## src/rtl/ps2_key_tracker.sv

```systemverilog
// Tracks make/break of one PS/2 set-2 scan code and emits a clean level plus make/brake pulses.
// Optional prefix-abandon timeout enabled by defining KEY_PREFIX_TIMEOUT_EN.
module ps2_key_tracker #(
  parameter logic [7:0]  KEY_CODE       = 8'h29,
  parameter logic        KEY_EXTENDED   = 1'b0,
  parameter logic [15:0] TIMEOUT_CYCLES = 16'd50000
) (
  input  logic       clk,
  input  logic       resetN,
  input  logic [7:0] din,
  input  logic       din_new,
  output logic       make,
  output logic       brake,
  output logic       key_is_pressed
);

  typedef enum logic [1:0] {
    IDLE      = 2'd0,
    GOT_E0    = 2'd1,
    GOT_F0    = 2'd2,
    GOT_E0_F0 = 2'd3
  } state_t;

  state_t state_q, state_d;
  logic   pressed_q, pressed_d;
  logic   make_q, make_d;
  logic   brake_q, brake_d;
  logic   code_hit;
  logic   is_press;
  logic   is_release;
  logic   timeout;

`ifdef KEY_PREFIX_TIMEOUT_EN
  logic [15:0] cnt_q, cnt_d;

  assign timeout = !din_new && (state_q != IDLE) && (cnt_q == TIMEOUT_CYCLES - 16'd1);

  always_comb begin
    cnt_d = '0;
    if (!din_new && (state_q != IDLE) && !timeout) begin
      cnt_d = cnt_q + 16'd1;
    end
  end

  always_ff @(posedge clk) begin
    if (resetN) begin
      cnt_q <= '0;
    end else begin
      cnt_q <= cnt_d;
    end
  end
`else
  logic unused_timeout_cfg;
  assign unused_timeout_cfg = ^TIMEOUT_CYCLES;
  assign timeout = 1'b0;
`endif

  // Prefix kind must agree with KEY_EXTENDED for a data byte to count.
  assign code_hit   = (din == KEY_CODE);
  assign is_press   = code_hit && (KEY_EXTENDED ? (state_q == GOT_E0) : (state_q == IDLE));
  assign is_release = code_hit && (KEY_EXTENDED ? (state_q == GOT_E0_F0) : (state_q == GOT_F0));

  always_comb begin
    state_d   = state_q;
    pressed_d = pressed_q;
    make_d    = 1'b0;
    brake_d   = 1'b0;
    if (din_new) begin
      if (din == 8'hE0) begin
        state_d = GOT_E0;
      end else if (din == 8'hF0) begin
        case (state_q)
          IDLE:    state_d = GOT_F0;
          GOT_E0:  state_d = GOT_E0_F0;
          default: state_d = state_q;
        endcase
      end else begin
        state_d = IDLE;
        if (is_press && !pressed_q) begin
          pressed_d = 1'b1;
          make_d    = 1'b1;
        end else if (is_release && pressed_q) begin
          pressed_d = 1'b0;
          brake_d   = 1'b1;
        end
      end
    end else if (timeout) begin
      state_d = IDLE;
    end
  end

  always_ff @(posedge clk) begin
    if (resetN) begin
      state_q   <= IDLE;
      pressed_q <= 1'b0;
      make_q    <= 1'b0;
      brake_q   <= 1'b0;
    end else begin
      state_q   <= state_d;
      pressed_q <= pressed_d;
      make_q    <= make_d;
      brake_q   <= brake_d;
    end
  end

  assign make           = make_q;
  assign brake          = brake_q;
  assign key_is_pressed = pressed_q;

endmodule

```

## config.mk

```make
export PLATFORM = sky130hd
export DESIGN_NAME = ps2_key_tracker
export DESIGN_NICKNAME = d
export VERILOG_FILES = /design/src/rtl/ps2_key_tracker.sv
export SDC_FILE = /design/constraint.sdc
export NUM_CORES = 1
export LEC_CHECK = 0
export CAP_MARGIN = 15
export CORE_AREA = 2 2 39 41
export CTS_BUF_LIST = sky130_fd_sc_hd__clkbuf_4
export DETAILED_ROUTE_END_ITERATION = 10
export DIE_AREA = 0 0 41 43
export GPL_TIMING_DRIVEN = 0
export HOLD_SLACK_MARGIN = 0.05
export PLACE_DENSITY_LB_ADDON = 0.15
export SYNTH_ARGS = -nofsm -noshare
export SYNTH_HDL_FRONTEND = slang
export SYNTH_SLANG_ARGS = --single-unit
export TNS_END_PERCENT = 50
```

## constraint.sdc

```tcl
create_clock -name clk -period 1.25 [get_ports clk]
set_clock_uncertainty 0.15 [all_clocks]
set_input_delay 0.25 -clock clk [delete_from_list [all_inputs] [get_ports clk]]
set_output_delay 0.25 -clock clk [all_outputs]
set_load 0.05 [all_outputs]
```

==> results.yml, run 1 <==
timing:
  slew_headroom_pct: 83.6
  rsz0062_at_grt: "yes"
  finalHoldViolCount: 0
  finalSetupViolations: 1
  clock.fmax_ghz: 0.778
  tightest_slew_ns: 0.248
  setup_ws_ns: -0.0354
  whs_ns: 0.267
  finalCritPeriodShare_pct: 103
  final.min_clock_period_ns: 1.29
  slew_violations: 0
clocking:
  cts_buffers: 3
  root_buffer: "clkbuf_4"
  cts-hold-fix-buffers: 0
  cts_tree: "done"
  cts_sinks: 5
  htree_levels: 1
  clockBufferDepth: 2
  clk_latency_ns: 0.24
  clk_pin_slew_worst_paths_ns: 0.04
place:
  placedCellCount: 52
  finalWeightedCongestion: 0.652
  place.port_buffers: 13
  post-dp-hpwl_um: 414
  dp_slack_ns: -0.503
power:
  seqPwrFrac_pct: 39.0
  p_clk_share_pct: 48.8
  p_comb_share_pct: 12.1
  powerDensity_nw_per_um2: 996
  cellLeakagePower_uw: 0.000179
  internal_power_uw: 335
  peakVddDrop_uv: 664
  switching_share_pct: 19.5
  total_power_uw: 416
  switching_power_uw: 81.0
yosys:
  syn_area_per_cell_um2: 10.1
  seq_area_frac_synth_pct: 43.2
  synth_area_um2: 231
  ys_ff_latch: 5
  syn_nets: 34
  synth-warning-count: 0
  netlist-cell-type-count: 16
  synth_cells: 23
die:
  core_um2: 1380
  num_rows: 14
  fp.dieH_um: 43
  die_width_um: 41
  initial_core_util_pct: 16.7
  dieArea_um2: 1760
  top_level_ports: 14
routing:
  postRouteAntennaNets: 0
  drc: 0
  highest_layer: "met3"
  routed_wl_um: 528
  wl_per_cell_um: 9.26
  wl_met1_um: 201
  wl_met3_um: 59
  dr.first_iter.drc_count: 5
  dr.pass1.iters: 4
  wl_met2_um: 267
  via_per_inst: 4.12
  vias: 235
setup_path:
  cp_max_fo: 3
  worstSetupPathType: "register to register"
  path_delay_family: "simple AND/OR/NAND/NOR gates"
  crit_chain: "and4bb_1 -> nand4_2 -> mux2_4"
  required_ns: 1.23
  crit_start: "state_q[0]"
  max_stage_delay_ns: 0.31
  worstReg2RegStart: "state_q[0]"
  cp-end-kind: "register"
  slowest_stage: "dfxtp_2"
  start_kind: "register"
  critPathBufInv: 0
  cp_data_arrival_time_ns: 1.26
outcome:
  violations: "negative setup slack"
  outcome: "finished, violations left"
finish:
  seq_area_um2: 101
  antennaDiodeCount: 0
  nFillCells: 157
  area_delta_synth_final_pct: 80.5
  stdcell_count: 57
  finalNetCount: 53
  drive_gt1_share_pct: 36.6
  multiInputGateArea_um2: 141
  fin_util_pct: 30.2
global_route:
  track_usage_pct: 8.45
  gr-total-overflow: 0
  grt_start_max_net_pins: 7
  antenna_found_initial: 0
  grt_pass1_vias: 237
  grt_pass1_wl_um: 952
hold_path:
  hp-start: "din_new"
  hp-class: "input port to register"
flow_run:
  drv_cap: 0
==> cells in the final DEF (no fill, tap or decap), drive strengths merged <==
cell           n
dlygate4sd2    6
dfxtp          5
clkbuf         4
clkdlybuf4s50  4
buf            4
nand2          2
a21oi          2
nor2           2
and4bb         2
nand4          2
nor3b          1
nor4           1
nor3           1
inv            1
a211oi         1
nand2b         1
nor2b          1
mux2           1
==> flip-flops by register name (all words and copies together), names as in the netlist <==
name	cells
brake	1
make	1
state_q	2
key_is_pressed	1
==> routing by layer <==
metal,GRT usage [%],vias up
li1,-,122
met1,9.39,104
met2,11.6,9
met3,7.85,0
met4,2.00,0
met5,0,-
==> per-stage QoR <==
stage | TNS (ns) | area, µm²
after global placement | -2.38 | 382
after detailed placement | -2.44 | 382
after floorplan | 0 | 231
final | -0.0354 | 418
after global routing | -0.104 | 418
after CTS | -0.0370 | 410
==> worst register-to-register path, cell delays in order, from the launching register on <==
cell	delay (ns)
dfxtp_2	0.31
and4bb_1	0.26
nand4_2	0.14
mux2_4	0.32
==> Yosys cell counts, drive strengths merged <==
master  number  area (µm²)
inv          1        3.75
nor3b        1        12.5
nor2         2        7.51
dfxtp        5         100
nand2        2        7.51
nand4        2        18.8
a211oi       1        7.51
nor2b        1        6.26
a21oi        2        10.0
mux2         1        15.0
nor3         1        5.00
nor4         1        6.26
and4bb       2        25.0
nand2b       1        6.26
==> path summary, 6_finish.rpt <==
kind                                       end  slack (ns)  cells past startpoint
worst max-delay path            key_is_pressed       -0.04                      3
worst min-delay path                state_q[0]        0.27                      2
worst max register to register  key_is_pressed       -0.04                      3
worst min register to register           brake        0.32                      2
==> cell type report <==
class	count	share of cell area (%)
timing repair buffer	14	29.0
multi-input combinational	17	33.8
clock buffer	4	7.19
inverter	1	0.898
tap	16	4.79
sequential	5	24.3
==> power by group through the flow <==
stage	Clock, µW	Combinational [µW]	Sequential (µW)
detailed placement	0	50.4	165
floorplan	0	11.2	165
global route	224	55.3	162
finish	203	50.5	162
CTS	212	49.8	162
global placement	0	49.0	165
==> kinds of logic (layout without fill, tap and decap cells) <==
kind of cell	count (synthesis)	in the layout	synth area share, %
and+or+nand+nor	13	13	41.1
DFF	5	5	43.2
AOI/OAI and AO/OA	3	3	7.57
muxes	1	1	6.48
buffers and inverters	1	19	1.62
==> repair_timing <==
action	CTS	global route
pin swaps	4	2
setup endpoints to repair	7	3
endpoints found under the hold margin	0	0
buffers inserted	1	0
resized for setup	24	3
(Power assumes the default switching activity.)
==> run 2: changes to the inputs <==
CELL_PAD_IN_SITES_DETAIL_PLACEMENT = 1   (was not set)
CELL_PAD_IN_SITES_GLOBAL_PLACEMENT = 2   (was not set)
CORE_AREA = not set   (was 2 2 39 41)
CORE_MARGIN = 2   (was not set)
CORE_UTILIZATION = 16   (was not set)
CTS_BUF_LIST = not set   (was sky130_fd_sc_hd__clkbuf_4)
DIE_AREA = not set   (was 0 0 41 43)
==> results.yml, run 2 (synthesis results as in run 1) <==
power:
  total_power_uw: 398
  peakVddDrop_uv: 561
  powerDensity_nw_per_um2: 961
  cellLeakagePower_uw: 0.000184
outcome:
  violations: "negative setup slack"
  outcome: "finished, violations left"
finish:
  multiInputGateArea_um2: 139
  area_delta_synth_final_pct: 78.9
  antennaDiodeCount: 0
  nFillCells: 166
  largest_reg_flops: 2
  drive_gt1_share_pct: 33.3
  mostFrequentLayoutCells: "dlygate4sd2_1 (9), dfxtp_1 (4), clkbuf_4 (3)"
  fin_util_pct: 31.1
  finalNetCount: 54
  layout_commonest_cell: "dlygate4sd2_1"
  regMostFlops: "state_q"
  seq_area_um2: 101
hold_path:
  hold-path-endpoint: "state_q[0]"
  hp-class: "input port to register"
  whs_path_depth: 2
  hp-start: "din_new"
die:
  die_width_um: 42.0
  dieArea_um2: 1770
  num_rows: 13
  initial_core_util_pct: 17.4
  top_level_ports: 14
  fp.dieH_um: 42.0
  core_um2: 1330
global_route:
  antenna_found_initial: 0
  track_usage_pct: 9.44
  grt_pass1_vias: 268
  grt_pass1_wl_um: 1150
  gr-total-overflow: 0
  grt_start_max_net_pins: 7
place:
  dp_slack_ns: -0.535
  finalWeightedCongestion: 0.677
  place.port_buffers: 13
  post-dp-hpwl_um: 545
setup_path:
  start_kind: "register"
  required_ns: 1.23
  worstReg2RegStart: "state_q[0]"
  timing.rr.end: "key_is_pressed"
  ff2ff_path_depth: 3
  reg2reg_setup_slack_ns: -0.02
  cp_max_fo: 3
  worstSetupPathType: "register to register"
  cp_data_arrival_time_ns: 1.25
  cp-end-kind: "register"
timing:
  finalCritPeriodShare_pct: 102
  slew_violations: 0
  rsz0062_at_grt: "yes"
  setup_ws_ns: -0.0228
  finalSetupViolations: 1
  finalHoldViolCount: 0
  slew_headroom_pct: 84.0
  final.min_clock_period_ns: 1.27
  clock.fmax_ghz: 0.786
  whs_ns: 0.287
  tightest_slew_ns: 0.240
routing:
  postRouteAntennaNets: 0
  via_per_inst: 4.46
  dr.first_iter.drc_count: 5
  vias: 254
  routed_wl_um: 725
  wl_per_cell_um: 12.7
  dr.pass1.iters: 3
  drc: 0
clocking:
  root_buffer: "clkbuf_4"
  cts_buffers: 3
  cts_sinks: 5
  clockBufferDepth: 2
  clk_pin_slew_worst_paths_ns: 0.04
  cts_tree: "done"
  clk_latency_ns: 0.24
  htree_levels: 1
flow_run:
  drv_cap: 0
==> run 2: cell count changes in the layout (fill, tap and decap cells not counted) <==
cell	change
dlygate4sd2_1	+3
clkbuf_4	-1
nor2_2	-1
buf_4	+1
clkdlybuf4s50_1	-3
nor2_1	+1
clkbuf_1	+1
==> run 2: metal layers <==
metal | vias up | global-route usage, % | wire length, µm
li1 | 123 | - | -
met1 | 115 | 9.71 | 292
met4 | 0 | 5.63 | 9
met3 | 2 | 7.76 | 104
met2 | 14 | 13.1 | 318
met5 | - | 0 | 0
==> run 2: final cells by class <==
| type | instances | area share (%) |
|---|---|---|
| multi-input combinational | 17 | 33.5 |
| timing repair buffer | 15 | 30.2 |
| sequential | 5 | 24.5 |
| clock buffer | 4 | 6.34 |
| tap | 15 | 4.53 |
| inverter | 1 | 0.906 |
==> run 2: worst max path at each step <==
stage	from	endpoint	slack (ns)	depth (start not counted)
6_report	state_q[0]	key_is_pressed	-0.02	3
5_1_grt	state_q[0]	key_is_pressed	-0.06	3
4_1_cts	state_q[0]	key_is_pressed	-0.04	3
3_5_place_dp	din[5]	key_is_pressed	-0.54	4
3_3_place_gp	din_new	key_is_pressed	-0.49	4
2_1_floorplan	state_q[0]	key_is_pressed	0.01	3
==> run 2: power breakdown <==
group / internal [µW] / leakage [µW] / switching (µW)
combinational: 28.8 / 0.000128 / 20.0
sequential: 162 / 0.0000408 / 0.639
clock: 121 / 0.0000150 / 66.2
total: 311 / 0.000184 / 86.8
==> run 2: repair_timing <==
| item | CTS | global route |
|---|---|---|
| hold buffers | 0 | 0 |
| pin swaps | 6 | 1 |
| endpoints found under the setup margin | 8 | 2 |
| gates resized for setup | 28 | 1 |
| buffers inserted | 2 | 0 |
==> run 2: through the flow <==
stage               cell area (µm²)  std cells  setup TNS, ns
floorplan                       231         23              0
global placement                380         51          -2.43
detailed placement              380         51          -2.68
CTS                             410         57        -0.0447
global route                    414         57        -0.0694
finish                          414         57        -0.0228
==> run 2: critical path: stages, from the launching register on <==
cell and delay [ns]:
dfxtp_2 0.31, and4bb_1 0.26, nand4_2 0.12, mux2_4 0.32
